File: src/rtl/mem_arbiter_if.sv
// Requester, clear-control and memory-side signals of the unified memory arbiter.
interface mem_arbiter_if #(
   parameter int unsigned IDX_W = 11
);
   logic              if_req;
   logic [31:0]       if_addr;
   logic              if_gnt;
   logic              if_rvalid;
   logic [31:0]       if_rdata;
   logic              if_err;
   logic              d_req;
   logic              d_we;
   logic [31:0]       d_addr;
   logic [31:0]       d_wdata;
   logic              d_gnt;
   logic              d_rvalid;
   logic [31:0]       d_rdata;
   logic              d_err;
   logic              clr_inst;
   logic              clr_data;
   logic              clr_busy;
   logic              clr_done;
   logic              mem_en;
   logic              mem_we;
   logic [IDX_W-1:0]  mem_idx;
   logic [31:0]       mem_wdata;
   logic [31:0]       mem_rdata;

   modport slave (
      input  if_req, if_addr, d_req, d_we, d_addr, d_wdata, clr_inst, clr_data, mem_rdata,
      output if_gnt, if_rvalid, if_rdata, if_err, d_gnt, d_rvalid, d_rdata, d_err,
             clr_busy, clr_done, mem_en, mem_we, mem_idx, mem_wdata
   );

   modport master (
      output if_req, if_addr, d_req, d_we, d_addr, d_wdata, clr_inst, clr_data, mem_rdata,
      input  if_gnt, if_rvalid, if_rdata, if_err, d_gnt, d_rvalid, d_rdata, d_err,
             clr_busy, clr_done, mem_en, mem_we, mem_idx, mem_wdata
   );
endinterface

File: src/rtl/mem_arbiter.sv
// Single-port memory sequencer: fetch/data arbitration with anti-starvation,
// address decode with error responses, and hardware region clear sweeps.
module mem_arbiter #(
   parameter int unsigned MAX_WAIT   = 4,
   parameter int unsigned MMIO_WORDS = 5,
   parameter int unsigned INST_WORDS = 512,
   parameter int unsigned DATA_WORDS = 1024,
   parameter int unsigned IDX_W      = 11
) (
   input logic          clk,
   input logic          rst_n,
   mem_arbiter_if.slave bus
);
   localparam int unsigned WAIT_W    = $clog2(MAX_WAIT + 1);
   localparam int unsigned INST_BASE = MMIO_WORDS;
   localparam int unsigned INST_LAST = MMIO_WORDS + INST_WORDS - 1;
   localparam int unsigned DATA_BASE = INST_LAST + 1;
   localparam int unsigned DATA_LAST = DATA_BASE + DATA_WORDS - 1;
   localparam logic [31:0] MMIO_ADDR = 32'h0010_0000;
   localparam logic [31:0] INST_ADDR = 32'h0100_0000;
   localparam logic [31:0] DATA_ADDR = 32'h8000_0000;
   localparam logic [31:0] MMIO_SPAN = 32'(MMIO_WORDS * 4);
   localparam logic [31:0] INST_SPAN = 32'(INST_WORDS * 4);
   localparam logic [31:0] DATA_SPAN = 32'(DATA_WORDS * 4);

   typedef enum logic [1:0] {SERVE, CLR_INST, CLR_DATA} state_e;
   typedef struct packed {
      logic             err;
      logic [IDX_W-1:0] idx;
   } dec_t;

   state_e            state_q, state_d;
   logic [IDX_W-1:0]  idx_q, idx_d;
   logic [WAIT_W-1:0] wait_q, wait_d;
   logic              inst_pend_q, inst_pend_d, data_pend_q, data_pend_d;
   logic              clr_done_q, clr_done_d;
   logic              d_rvalid_q, d_rvalid_d, d_err_q, d_err_d, d_rd_q, d_rd_d;
   logic              if_rvalid_q, if_rvalid_d, if_err_q, if_err_d, if_rd_q, if_rd_d;
   logic [31:0]       d_hold_q, d_hold_d, if_hold_q, if_hold_d;

   logic              eff_inst, eff_data, sweep_en, d_win, f_win;
   logic              mem_en_c, mem_we_c;
   logic [IDX_W-1:0]  mem_idx_c;
   logic [31:0]       mem_wdata_c, d_rdata_c, if_rdata_c;
   dec_t              f_dec, d_dec;

   // Byte address to word index; fetches may only target the instruction region.
   function automatic dec_t decode(input logic [31:0] a, input logic fetch, input logic we);
      dec_t r;
      r.err = 1'b1;
      r.idx = '0;
      if (a[1:0] == 2'b00) begin
         if ((a - INST_ADDR) < INST_SPAN) begin
            r.err = 1'b0;
            r.idx = IDX_W'((a - INST_ADDR) >> 2) + IDX_W'(INST_BASE);
         end else if (!fetch && ((a - DATA_ADDR) < DATA_SPAN)) begin
            r.err = 1'b0;
            r.idx = IDX_W'((a - DATA_ADDR) >> 2) + IDX_W'(DATA_BASE);
         end else if (!fetch && ((a - MMIO_ADDR) < MMIO_SPAN)) begin
            r.idx = IDX_W'((a - MMIO_ADDR) >> 2);
            r.err = we && (r.idx < IDX_W'(MMIO_WORDS - 1));
         end
      end
      return r;
   endfunction

   always_comb begin
      state_d     = state_q;
      idx_d       = idx_q;
      wait_d      = wait_q;
      clr_done_d  = 1'b0;
      d_rvalid_d  = 1'b0;
      d_err_d     = 1'b0;
      d_rd_d      = 1'b0;
      if_rvalid_d = 1'b0;
      if_err_d    = 1'b0;
      if_rd_d     = 1'b0;
      sweep_en    = 1'b0;
      d_win       = 1'b0;
      f_win       = 1'b0;
      mem_en_c    = 1'b0;
      mem_we_c    = 1'b0;
      mem_idx_c   = '0;
      mem_wdata_c = 32'h0;
      eff_inst    = inst_pend_q | bus.clr_inst;
      eff_data    = data_pend_q | bus.clr_data;
      f_dec       = decode(bus.if_addr, 1'b1, 1'b0);
      d_dec       = decode(bus.d_addr, 1'b0, bus.d_we);

      case (state_q)
         SERVE: begin
            if (eff_inst) begin
               state_d = CLR_INST;
            end else if (eff_data) begin
               state_d = CLR_DATA;
            end else begin
               d_win = bus.d_req && !(bus.if_req && (wait_q == WAIT_W'(MAX_WAIT)));
               f_win = bus.if_req && !d_win;
            end
         end
         CLR_INST: begin
            sweep_en = 1'b1;
            if (idx_q == IDX_W'(INST_LAST)) begin
               clr_done_d = 1'b1;
               state_d    = eff_data ? CLR_DATA : SERVE;
            end
         end
         CLR_DATA: begin
            sweep_en = 1'b1;
            if (idx_q == IDX_W'(DATA_LAST)) begin
               clr_done_d = 1'b1;
               state_d    = eff_inst ? CLR_INST : SERVE;
            end
         end
         default: state_d = SERVE;
      endcase

      // A pending flag is consumed only when its sweep actually begins.
      inst_pend_d = eff_inst && !((state_d == CLR_INST) && (state_q != CLR_INST));
      data_pend_d = eff_data && !((state_d == CLR_DATA) && (state_q != CLR_DATA));

      if ((state_d == CLR_INST) && (state_q != CLR_INST)) begin
         idx_d = IDX_W'(INST_BASE);
      end else if ((state_d == CLR_DATA) && (state_q != CLR_DATA)) begin
         idx_d = IDX_W'(DATA_BASE);
      end else if (sweep_en) begin
         idx_d = idx_q + IDX_W'(1);
      end

      if (sweep_en) begin
         mem_en_c  = 1'b1;
         mem_we_c  = 1'b1;
         mem_idx_c = idx_q;
      end else if (d_win) begin
         d_rvalid_d  = 1'b1;
         d_err_d     = d_dec.err;
         d_rd_d      = !d_dec.err && !bus.d_we;
         mem_en_c    = !d_dec.err;
         mem_we_c    = !d_dec.err && bus.d_we;
         mem_idx_c   = d_dec.err ? '0 : d_dec.idx;
         mem_wdata_c = (!d_dec.err && bus.d_we) ? bus.d_wdata : 32'h0;
      end else if (f_win) begin
         if_rvalid_d = 1'b1;
         if_err_d    = f_dec.err;
         if_rd_d     = !f_dec.err;
         mem_en_c    = !f_dec.err;
         mem_idx_c   = f_dec.err ? '0 : f_dec.idx;
      end

      if (f_win) begin
         wait_d = '0;
      end else if (bus.if_req && (wait_q < WAIT_W'(MAX_WAIT))) begin
         wait_d = wait_q + WAIT_W'(1);
      end

      // Read data is live on the response cycle, then held until the next response.
      d_rdata_c  = d_rvalid_q ? (d_rd_q ? bus.mem_rdata : 32'h0) : d_hold_q;
      if_rdata_c = if_rvalid_q ? (if_rd_q ? bus.mem_rdata : 32'h0) : if_hold_q;
      d_hold_d   = d_rdata_c;
      if_hold_d  = if_rdata_c;
   end

   always_ff @(posedge clk or negedge rst_n) begin
      if (!rst_n) begin
         state_q     <= SERVE;
         idx_q       <= '0;
         wait_q      <= '0;
         inst_pend_q <= 1'b0;
         data_pend_q <= 1'b0;
         clr_done_q  <= 1'b0;
         d_rvalid_q  <= 1'b0;
         d_err_q     <= 1'b0;
         d_rd_q      <= 1'b0;
         d_hold_q    <= 32'h0;
         if_rvalid_q <= 1'b0;
         if_err_q    <= 1'b0;
         if_rd_q     <= 1'b0;
         if_hold_q   <= 32'h0;
      end else begin
         state_q     <= state_d;
         idx_q       <= idx_d;
         wait_q      <= wait_d;
         inst_pend_q <= inst_pend_d;
         data_pend_q <= data_pend_d;
         clr_done_q  <= clr_done_d;
         d_rvalid_q  <= d_rvalid_d;
         d_err_q     <= d_err_d;
         d_rd_q      <= d_rd_d;
         d_hold_q    <= d_hold_d;
         if_rvalid_q <= if_rvalid_d;
         if_err_q    <= if_err_d;
         if_rd_q     <= if_rd_d;
         if_hold_q   <= if_hold_d;
      end
   end

   // Same-cycle strobes are forced low while reset is asserted.
   assign bus.if_gnt    = f_win & rst_n;
   assign bus.d_gnt     = d_win & rst_n;
   assign bus.mem_en    = mem_en_c & rst_n;
   assign bus.mem_we    = mem_we_c & rst_n;
   assign bus.mem_idx   = rst_n ? mem_idx_c : '0;
   assign bus.mem_wdata = rst_n ? mem_wdata_c : 32'h0;
   assign bus.if_rvalid = if_rvalid_q;
   assign bus.if_err    = if_err_q;
   assign bus.if_rdata  = if_rdata_c;
   assign bus.d_rvalid  = d_rvalid_q;
   assign bus.d_err     = d_err_q;
   assign bus.d_rdata   = d_rdata_c;
   assign bus.clr_busy  = (state_q != SERVE);
   assign bus.clr_done  = clr_done_q;
endmodule

File: src/flat_wrapper.sv
// flat-port wrapper written by rule: the top's interface ports become plain ports
module mem_arbiter_flat 
#(
   parameter int unsigned MAX_WAIT   = 4,
   parameter int unsigned MMIO_WORDS = 5,
   parameter int unsigned INST_WORDS = 512,
   parameter int unsigned DATA_WORDS = 1024,
   parameter int unsigned IDX_W      = 11
)
  (clk, rst_n, bus_if_req, bus_if_addr, bus_d_req, bus_d_we, bus_d_addr, bus_d_wdata, bus_clr_inst, bus_clr_data, bus_mem_rdata, bus_if_gnt, bus_if_rvalid, bus_if_rdata, bus_if_err, bus_d_gnt, bus_d_rvalid, bus_d_rdata, bus_d_err, bus_clr_busy, bus_clr_done, bus_mem_en, bus_mem_we, bus_mem_idx, bus_mem_wdata);
  mem_arbiter_if #(.IDX_W(IDX_W)) bus_i ();
  input logic clk;
  input logic rst_n;
  input wire logic [$bits(bus_i.if_req)-1:0] bus_if_req;
  input wire logic [$bits(bus_i.if_addr)-1:0] bus_if_addr;
  input wire logic [$bits(bus_i.d_req)-1:0] bus_d_req;
  input wire logic [$bits(bus_i.d_we)-1:0] bus_d_we;
  input wire logic [$bits(bus_i.d_addr)-1:0] bus_d_addr;
  input wire logic [$bits(bus_i.d_wdata)-1:0] bus_d_wdata;
  input wire logic [$bits(bus_i.clr_inst)-1:0] bus_clr_inst;
  input wire logic [$bits(bus_i.clr_data)-1:0] bus_clr_data;
  input wire logic [$bits(bus_i.mem_rdata)-1:0] bus_mem_rdata;
  output wire logic [$bits(bus_i.if_gnt)-1:0] bus_if_gnt;
  output wire logic [$bits(bus_i.if_rvalid)-1:0] bus_if_rvalid;
  output wire logic [$bits(bus_i.if_rdata)-1:0] bus_if_rdata;
  output wire logic [$bits(bus_i.if_err)-1:0] bus_if_err;
  output wire logic [$bits(bus_i.d_gnt)-1:0] bus_d_gnt;
  output wire logic [$bits(bus_i.d_rvalid)-1:0] bus_d_rvalid;
  output wire logic [$bits(bus_i.d_rdata)-1:0] bus_d_rdata;
  output wire logic [$bits(bus_i.d_err)-1:0] bus_d_err;
  output wire logic [$bits(bus_i.clr_busy)-1:0] bus_clr_busy;
  output wire logic [$bits(bus_i.clr_done)-1:0] bus_clr_done;
  output wire logic [$bits(bus_i.mem_en)-1:0] bus_mem_en;
  output wire logic [$bits(bus_i.mem_we)-1:0] bus_mem_we;
  output wire logic [$bits(bus_i.mem_idx)-1:0] bus_mem_idx;
  output wire logic [$bits(bus_i.mem_wdata)-1:0] bus_mem_wdata;
  assign bus_i.if_req = bus_if_req;
  assign bus_i.if_addr = bus_if_addr;
  assign bus_i.d_req = bus_d_req;
  assign bus_i.d_we = bus_d_we;
  assign bus_i.d_addr = bus_d_addr;
  assign bus_i.d_wdata = bus_d_wdata;
  assign bus_i.clr_inst = bus_clr_inst;
  assign bus_i.clr_data = bus_clr_data;
  assign bus_i.mem_rdata = bus_mem_rdata;
  assign bus_if_gnt = bus_i.if_gnt;
  assign bus_if_rvalid = bus_i.if_rvalid;
  assign bus_if_rdata = bus_i.if_rdata;
  assign bus_if_err = bus_i.if_err;
  assign bus_d_gnt = bus_i.d_gnt;
  assign bus_d_rvalid = bus_i.d_rvalid;
  assign bus_d_rdata = bus_i.d_rdata;
  assign bus_d_err = bus_i.d_err;
  assign bus_clr_busy = bus_i.clr_busy;
  assign bus_clr_done = bus_i.clr_done;
  assign bus_mem_en = bus_i.mem_en;
  assign bus_mem_we = bus_i.mem_we;
  assign bus_mem_idx = bus_i.mem_idx;
  assign bus_mem_wdata = bus_i.mem_wdata;
  mem_arbiter #(.MAX_WAIT(MAX_WAIT), .MMIO_WORDS(MMIO_WORDS), .INST_WORDS(INST_WORDS), .DATA_WORDS(DATA_WORDS), .IDX_W(IDX_W)) u_core (.clk(clk), .rst_n(rst_n), .bus(bus_i));
endmodule
File: config.mk
export PLATFORM = sky130hd
export DESIGN_NAME = mem_arbiter_flat
export DESIGN_NICKNAME = d
export VERILOG_FILES = /design/src/rtl/mem_arbiter_if.sv /design/src/rtl/mem_arbiter.sv /design/src/flat_wrapper.sv
export SDC_FILE = /design/constraint.sdc
export NUM_CORES = 1
export LEC_CHECK = 0
export BUFFER_PORTS_ARGS = -buffer_cell sky130_fd_sc_hd__buf_4
export CAP_MARGIN = 20
export CORE_MARGIN = 2
export CORE_UTILIZATION = 50
export DETAILED_ROUTE_END_ITERATION = 7
export GPL_TIMING_DRIVEN = 0
export PLACE_DENSITY_LB_ADDON = 0.12
export RECOVER_POWER = 25
export SYNTH_ARGS = -nofsm -noshare
export SYNTH_HDL_FRONTEND = slang
export SYNTH_SLANG_ARGS = --single-unit
File: constraint.sdc
create_clock -name clk -period 5.3 [get_ports clk]
set_clock_uncertainty 0.05 [all_clocks]
set_input_delay 0.795 -clock clk [delete_from_list [all_inputs] [get_ports clk]]
set_output_delay 0.795 -clock clk [all_outputs]
set_load 0.02 [all_outputs]
# --- Word-level counts from Yosys, hierarchy flattened ---
# Cells that the tools add are included.
totals:
  ff_bits: 89
  in_bits: 135
  output_inout_bits: 117
  word_cells: 130
op_classes:
  n_addsub: 9
  magnitude_cmp: 6
  n_eq_ne: 9
  muxes: 61
  n_bitwise: 6
  reduce_logical: 25
op_table:
  columns: ["cell", "count"]
  rows:
  - ["$mux W32", 8]
  - ["$mux W11", 9]
  - ["$mux W12", 6]
  - ["$lt A32 B12 Y1 const B", 2]
  - ["$sub A32 B25 Y32 const B", 2]
  - ["$lt A32 B13 Y1 const B", 1]
  - ["$lt A32 B5 Y1 const B", 1]
  - ["$sub A32 B21 Y32 const B", 1]
  - ["$sub A32 B32 Y32 const B", 1]
  - ["$mux W1", 29]
  - ["$add A11 B3 Y11 const B", 2]
  - ["$add A11 B1 Y11 const B", 1]
  - ["$add A11 B10 Y11 const B", 1]
  - ["$eq A11 B10 Y1 const B", 1]
  - ["$eq A11 B11 Y1 const B", 1]
  - ["$logic_and A1 B1 Y1", 11]
  - ["$lt A11 B3 Y1 const B", 1]
  - ["$mux W2", 5]
  - ["$logic_not A1 Y1", 7]
  - ["$logic_not A2 Y1", 3]
  - ["$mux W3", 2]
  - ["$pmux W2 S3", 1]
  - ["$and A1 B1 Y1", 4]
  - ["$eq A2 B1 Y1 const B", 2]
  - ["11 further kinds", 14]

# --- Depth between registers and ports, before layout ---
# Gate-level depths: netlist of run 1.
depth:
  depth_word: 13
  mapped_depth: 10
  mapped_depth_nobuf: 8

# --- Worst setup path before layout of run 1 ---
# OpenSTA, ideal clock, no wires.
synth_timing:
  path_type: "input to output"
  startpoint: "in bus_d_addr[19]"
  endpoint: "out bus_mem_idx[1]"
  arrival_ns: 2.676
  required_ns: 4.455
  path_slack_ns: 1.779
  path_stages: 6
  path_buffers: 0
  cell_sequence: "nor4_2 > nand4_2 > a2111o_1 > o31ai_4 > a221oi_1 > a211oi_1"
synth_via:
  elab_chain_cells: 10
  word_cells_on_any_way: 14
  cone_classes: "3 x add/sub; 3 x order compare; 8 x mux"
synth_lines:
  columns: ["item", "line", "text"]
  rows:
  - ["from (decl)", "flat_wrapper.sv:18", "input wire logic [$bits(bus_i.d_addr)-1:0] bus_d_addr;"]
  - ["$sub A32 B21 Y32", "mem_arbiter.sv:59", "end else if (!fetch && ((a - MMIO_ADDR) < MMIO_SPAN)) begin"]
  - ["$lt A32 B5 Y1", "mem_arbiter.sv:59", null]
  - ["$mux W12", "mem_arbiter.sv:59", null]
  - ["$mux W12", "mem_arbiter.sv:56", "end else if (!fetch && ((a - DATA_ADDR) < DATA_SPAN)) begin"]
  - ["$mux W12 *", "mem_arbiter.sv:53", "if ((a - INST_ADDR) < INST_SPAN) begin"]
  - ["$mux W12 *", "mem_arbiter.sv:52", "if (a[1:0] == 2'b00) begin"]
  - ["$mux W11 *", "mem_arbiter.sv:140", "mem_idx_c = d_dec.err ? '0 : d_dec.idx;"]
  - ["$mux W11 *", "mem_arbiter.sv:134", "end else if (d_win) begin"]
  - ["$mux W11 *", "mem_arbiter.sv:130", "if (sweep_en) begin"]
  - ["$mux W11 *", "mem_arbiter.sv:202", "assign bus.mem_idx = rst_n ? mem_idx_c : '0;"]
  - ["to (decl)", "flat_wrapper.sv:35", "output wire logic [$bits(bus_i.mem_idx)-1:0] bus_mem_idx;"]
# Mark *: on every way between the ends. The rest lies on a longest branch, timed or not.

# --- Worst setup path in the final report of run 1 ---
layout_timing:
  startpoint: "reg u_core.state_q[0]"
  endpoint: "out bus_mem_wdata[23]"
layout_via:
  elab_chain_cells: 5
  word_cells_on_any_way: 9
  cone_classes: "2 x eq/ne; 5 x mux; 2 x reduce/logical"
layout_lines:
  columns: ["item", "line", "text"]
  rows:
  - ["from (decl)", "mem_arbiter.sv:32", "state_e state_q, state_d;"]
  - ["from (signal assigned)", "mem_arbiter.sv:180", "state_q <= state_d;"]
  - ["$eq A2 B1 Y1 (tied with other cells)", "mem_arbiter.sv:90", "case (state_q)"]
  - ["$reduce_or A2 Y1 (no source line) or $mux W1 (tied branches)", null, null]
  - ["$mux W1 or $mux W32 (tied branches)", "mem_arbiter.sv:90, mem_arbiter.sv:134", null]
  - ["$mux W32 *", "mem_arbiter.sv:130", null]
  - ["$mux W32 *", "mem_arbiter.sv:203", "assign bus.mem_wdata = rst_n ? mem_wdata_c : 32'h0;"]
  - ["to (decl)", "flat_wrapper.sv:36", "output wire logic [$bits(bus_i.mem_wdata)-1:0] bus_mem_wdata;"]
# Marks and branches as above.

==> summary.md, run 1 <==
| Metric | Value |
|---|---|
| F_max | about 0.24 GHz |
| Period utilization | approximately 78% |
| Reg2reg end | u_core.idx_q[0] |
| Worst Hold Class | in2async |
| Power per cell area | 405.0 nW/um^2 |
| Vias in the first global route | between 5000 and 6000 |
| First-pass GRT wire length | roughly 26000 um |
| Critical Path RT | about 4.5 ns |
| PnR worst setup slack | between 1 and 1.5 ns |
| Clock tree buffer depth | 2 |
| Cells after synthesis | 585 |
| Hold WS | around 0.36 ns |
| Max VDD drop | 0.2617 mV |
| Layout cells sized above 1 | between 30% and 40% |
| Post-synthesis register bit count | a little under 90 |
| Chip Height | around 100 um |
| Clock sink count | slightly below 90 |
| Post-synth ARST share | 100.0% |
| Cells on worst reg2reg path | 9 |
| Synthesized area | slightly above 5000 sq um |
| Cell Chain, Critical Path | inv_1 -> ha_1 -> nor3b_1 -> and4_1 -> nand4_1 -> o31ai_4 -> and4_4 -> buf_6 -> and2_1 -> buf_4 |
| CP peak stage delay | approximately 0.48 ns |
| Crit path buf inv count | 3 |
| WP data arrival | ~3.3 ns |
| Final min period | a little over 4 ns |
| CP Launch Type | flop |
| Status | finished, final reports clean |
| Most common cell after layout, fill and taps aside | buf_4 |
| Avg Cell Area, Syn | about 8.6 sq um |
| Hold Vio Cnt, Final | 0 |
| Largest net degree at the start of global routing | between 90 and 100 |
| Antenna Cells | 0 |
| Via count | ~5200 |
| Total Routed Length | around 16000 um |
| CP max FO | 10 |
| Via density | between 5 and 6 |
| Worst Tran Pin Value | roughly 0.54 ns |
| Clock transition at path regs | around 0.10 ns |
| WL/cell | 16.13 um |
| Tot GR Track Use | between 20 and 30% |
| Initial antenna violation count | 0 |
| Setup tns final | 0 ns |
| Reg2Reg Setup Slack | 2.74 ns |
| Commonest cells after routing, fill and taps aside | buf_4, dfrtp_1, inv_1 |
| Number of flops mapped to enable cells by yosys | 0 |
| Finish-stage setup viols | 0 |
| Hpwl dp | around 13000 um |
| Post-CTS Hold Buffers | 0 |
| Kind of critical path | reg2out |
| Seq/Total Area, Yosys | approximately 44% |
| Clock Latency Late Sink | around 0.35 ns |
| I/O pin cnt | between 200 and 300 |
| RSZ-0062 raised after global routing | no |
| Post-route ant nets | 0 |
| PortBufs | approximately 250 |
| Drt pass-1 iters | 5 |
| Max Cap Violations | 0 |
| CTS tree | yes |
| Reg-to-Reg Start | u_core.state_q[0] |
| Gp weighted congestion | about 0.96 |
| Full die area | about 11000 sq um |
| Main flop type after synthesis | dfrtp_1 |
| Final core occ | between 70% and 80% |
| Root Buffer | clkbuf_8 |
| Netlist cell types | 53 |
| YS warnings | 0 |
| # nets final | around 990 |
| Synthesis-to-finish area growth | 45.95% |
| Top cell family by delay on the critical path | simple AND/OR/NAND/NOR gates |
| Max Slew Vio Count | 0 |
| Core Region | 9774 sq um |
| Leakage Power | roughly 3.7 nW |
| Worst slew margin | around 64% |
| Net count after synthesis | 731 |
| GR Overflow Total | 0 |
| Num CTS Buffers | 9 |
| Initial DRC Count | about 300 |
| WP depth | 10 |
| Slowest-stage cell, CP | nor3b_1 |
| Post CTS Setup Buffer Count | 0 |
| Starting density of the core | 51.48% |
| CTS resizes | 0 |
| # DRC | 0 |
| FP Rows | 36 |
| DP Worst Slack | between 1 and 1.5 ns |
| Worst setup EP type | output port |
| Max H-tree Level | 3 |
| Width of the chip | between 100 and 150 um |
-- state kept, by name (all words and copies together), names as in the netlist, 2 cells and up --
name and cells:
u_core.d_hold_q 32, u_core.idx_q 11, u_core.if_hold_q 32, u_core.state_q 2, u_core.wait_q 3
-- cell usage after synthesis, types with 3 or more instances --
cell      number  area [sq um]
clkbuf_1      23         86.33
nor2b_1        6         37.54
nor2_1        40         150.1
nand2b_1       9         56.30
o21ai_0       75         375.4
nor4_1         9         56.30
nand3_1       41         205.2
and2_1        37         231.5
buf_6          3         33.78
nand4_1       11         68.82
o221ai_1       3         26.28
inv_1         78         292.8
nor3_1        10         50.05
mux2i_1        4         40.04
dfrtp_1       89          2227
xnor2_1       15         131.4
nand2_1       46         172.7
o211a_1        6         60.06
a211oi_1       4         30.03
a221oi_1       5         43.79
and4_1         3         26.28
xor2_1        10         87.58
nor3b_1        3         22.52
ha_1          11         137.6
a21oi_1        8         40.04
-- report_power, final --
| group | internal (mW) | switching [mW] | leakage (nW) | total [mW] |
|---|---|---|---|---|
| Sequential | 0.899 | 0.0881 | 0.904 | 0.987 |
| Clock | 0.285 | 0.249 | 0.115 | 0.534 |
| Combinational | 0.581 | 0.873 | 2.64 | 1.45 |
-- logic make-up (layout without fill, tap and decap cells) --
kind of cell    count (synthesis)  count (layout)  synth area share [%]
flops                          89              89                 44.26
buf+inv                       106             374                 8.379
fa+ha+maj                      11              11                 2.735
xor+xnor                       25              25                 4.351
compound gates                119             119                 14.79
simple gates                  231             231                 24.69
mux                             4               4                0.7957
-- cell type report --
cell class	instances	area, sq um
Fill cell	705	2430
Clock buffer	10	137.6
Buffer	28	128.9
Clock inverter	6	96.34
Multi-Input combinational cell	390	2384
Sequential cell	89	2227
Inverter	78	292.8
Timing Repair Buffer	252	1912
Tap cell	133	166.4
-- how the worst max path moves through the flow --
stage                      start                 to  slack (ns)
3_5_place_dp      bus_d_addr[22]  bus_mem_wdata[19]        1.41
6_report       u_core.state_q[0]  bus_mem_wdata[23]        1.18
4_1_cts        u_core.state_q[0]   bus_mem_wdata[4]        1.22
3_3_place_gp      bus_d_addr[30]  bus_mem_wdata[17]        1.44
2_1_floorplan     bus_d_addr[19]     bus_mem_idx[1]        1.78
5_1_grt        u_core.state_q[0]  bus_mem_wdata[17]        1.02
-- per-layer routing --
layer	GRT usage, %	part of all wire (%)
met4	6.081	0.92
met3	6.203	6.1
met2	48.27	50
met1	38.20	43
met5	0	0
-- per-stage QoR --
stage,area (sq um),power [mW],cells
after global placement,7083,2.382,969
after CTS,7317,2.979,985
final,7345,2.974,986
after floorplan,5032,1.785,585
after detailed placement,7083,2.431,969
after global routing,7345,3.144,986
No activity file was read; power rests on OpenSTA's default activity.
==> run 2, diff against run 1 <==
--- a/config.mk
+++ b/config.mk
@@ -8,7 +8,7 @@
 export BUFFER_PORTS_ARGS = -buffer_cell sky130_fd_sc_hd__buf_4
 export CAP_MARGIN = 20
 export CORE_MARGIN = 2
-export CORE_UTILIZATION = 50
+export CORE_UTILIZATION = 46
 export DETAILED_ROUTE_END_ITERATION = 7
 export GPL_TIMING_DRIVEN = 0
 export PLACE_DENSITY_LB_ADDON = 0.12
==> constraint.sdc (replaced) <==
create_clock -name clk -period 4.2 [get_ports clk]
set_clock_uncertainty 0.05 [all_clocks]
set_input_delay 0.63 -clock clk [delete_from_list [all_inputs] [get_ports clk]]
set_output_delay 0.63 -clock clk [all_outputs]
set_load 0.02 [all_outputs]
==> run 2 against run 1 <==
Against the previous run: hold slack worse by 0.21 ns; clock power rose by 16%; flip-flop and latch count stayed put; worst setup slack got worse by 0.90 ns; register-to-register slack worse by 1.1 ns; die area grew 8.4%; power grew 23%; non-clock buffer count unchanged; critical path depth unchanged; largest cell class unchanged; global-route usage decreased by 3.0 points; combinational power is 25% higher; critical path type unchanged.
==> summary.md, run 2 (synthesis results as in run 1) <==
| Metric | Value |
|---|---|
| CTS resizes | 0 |
| Clock sink count | 89 |
| Final min period | a little under 4 ns |
| Drt pass-1 iters | 5 |
| Status | finished, final reports clean |
| Critical Path RT | about 3.5 ns |
| # nets final | between 900 and 1000 |
| GR Overflow Total | 0 |
| Commonest cells after routing, fill and taps aside | buf_4, dfrtp_1, inv_1 |
| Root Buffer | clkbuf_8 |
| Switching portion of total power | between 40% and 50% |
| Reg2Reg Setup Slack | about 1.7 ns |
| Synthesis-to-finish area growth | 45.65% |
| Clock Latency Late Sink | 0.36 ns |
| Finish-stage setup viols | 0 |
| Dpl cell area | 7119 sq um |
| RSZ-0062 raised after global routing | no |
| Final instance area | ~7300 sq um |
| Power per cell area | about 500 nW/um^2 |
| Full die area | between 10000 and 15000 sq um |
| Largest net degree at the start of global routing | 60 |
| Worst Setup SP | u_core.state_q[0] |
| DP Worst Slack | between 0.5 and 0.6 ns |
| Clock power share | 16.8% |
| F_max | roughly 0.26 GHz |
| Most common cell after layout, fill and taps aside | buf_4 |
| Via count | about 5000 |
| WP data arrival | 3.24 ns |
| I/O pin cnt | between 200 and 300 |
| Hold Vio Cnt, Final | 0 |
| Sw Pwr | between 1.5 and 2 mW |
| Layout cells sized above 1 | around 33% |
| Hpwl dp | between 10000 and 15000 um |
| Max Cap Violations | 0 |
| PnR worst setup slack | roughly 0.28 ns |
| Filler cell count | a little under 900 |
| CP peak stage delay | approximately 0.45 ns |
| Setup tns final | 0 ns |
| Worst Hold Class | in2async |
| Period utilization | between 90% and 100% |
| FP Rows | 38 |
| Antenna Cells | 0 |
| Reg-to-Reg Start | u_core.idx_q[0] |
| Tot GR Track Use | between 20% and 30% |
| PortBufs | 251 |
| Vias in the first global route | ~4800 |
| Non-Filler Instances | between 900 and 1000 |
| Logic pwr share | around half |
| # DRC | 0 |
| CTS tree | yes |
| Via density | a little over 5 |
| Worst setup EP type | output port |
| Initial DRC Count | 216 |
| Width of the chip | 108.6 um |
| Post-route ant nets | 0 |
| Starting density of the core | 46.83% |
| Power share of the sequential group | around a third |
| Power after layout | 3.664 mW |
| WL/cell | 15.70 um |
| Clock tree buffer depth | 2 |
| Gp weighted congestion | between 0.8 and 0.9 |
| Slowest-stage cell, CP | o31ai_4 |
| Cell Chain, Critical Path | inv_1 -> ha_1 -> nor3b_1 -> and4_1 -> nand2_1 -> o31ai_4 -> and4_4 -> buf_6 -> and2_1 -> buf_4 |
| Worst Tran Pin Value | between 0.5 and 0.6 ns |
| Max Slew Vio Count | 0 |
| Clock transition at path regs | 0.11 ns |
| Post CTS Setup Buffer Count | 0 |
| Worst slew margin | 66.00% |
| CP max FO | 10 |
| Pint | 2.153 mW |
| Max H-tree Level | 3 |
| CP Launch Type | flop |
| Leakage Power | between 3 and 4 nW |
| Kind of critical path | reg2out |
| Chip Height | 108.6 um |
| Num CTS Buffers | 9 |
| Total Routed Length | roughly 16000 um |
| Core Region | around 11000 sq um |
| Max VDD drop | about 0.34 mV |
| Biggest regs | u_core.d_hold_q x32, u_core.if_hold_q x32, u_core.idx_q x11 |
| Cells after DPL | between 900 and 1000 |
| Initial antenna violation count | 0 |
| Post-CTS Hold Buffers | 0 |
| First-pass GRT wire length | ~24000 um |
==> run 2: changes by cell type in the layout (fill, tap and decap cells not counted), sizes merged <==
cell	change
inv	+1
bufinv	-1
clkbuf	-1
clkinv	+1
==> run 2: area by class of cell <==
type | instances | area (sq um) | area share [%]
Sequential cell | 89 | 2227 | 30.39
Tap cell | 140 | 175.2 | 2.390
Inverter | 78 | 292.8 | 3.995
Buffer | 28 | 128.9 | 1.758
Timing Repair Buffer | 252 | 1912 | 26.08
Multi-Input combinational cell | 390 | 2384 | 32.52
Clock inverter | 7 | 86.33 | 1.178
Clock buffer | 9 | 123.9 | 1.690
==> run 2: layer usage <==
layer | vias up | track usage, % | part of all wire [%]
li1 | 2498 | - | -
met1 | 2419 | 36.04 | 45
met3 | 20 | 5.003 | 6.0
met2 | 189 | 41.56 | 48
met4 | 0 | 5.311 | 1.3
met5 | - | 0 | 0
==> run 2: power groups by stage <==
stage          clock network, mW  logic (mW)  registers (mW)
2_1_floorplan                  0        1.02            1.23
3_3_place_gp                   0        1.76            1.24
3_5_place_dp                   0        1.81            1.26
4_1_cts                    0.630        1.81            1.24
5_1_grt                    0.669        1.97            1.27
6_report                   0.617        1.81            1.24
==> run 2: through the flow <==
| step | hold WS [ns] | utilization (%) |
|---|---|---|
| 3_3_place_gp | 0.4653 | 66.00 |
| 2_1_floorplan | 0.2844 | - |
| 5_1_grt | 0.1646 | 68.21 |
| 6_report | 0.1551 | 68.21 |
| 4_1_cts | 0.1582 | 68.21 |
| 3_5_place_dp | 0.4807 | 66.26 |
==> run 2: worst paths after layout <==
check	end	depth (start not counted)
hold reg to reg	u_core.wait_q[0]	2
min in group clk	u_core.d_rd_q	2
setup reg to reg	u_core.idx_q[1]	9
setup / recovery	bus_mem_wdata[19]	10
hold / removal	u_core.if_hold_q[12]	1
max in group asynchronous	u_core.if_hold_q[29]	2
==> run 2: worst max-delay path: cells and delay by family, from the launching register on <==
kind	cells	cell delay, ns
AOI/OAI and AO/OA	1	0.45
adders and majority gates	1	0.20
buffers and inverters	3	0.41
DFF	1	0.43
and+or+nand+nor	5	1.39
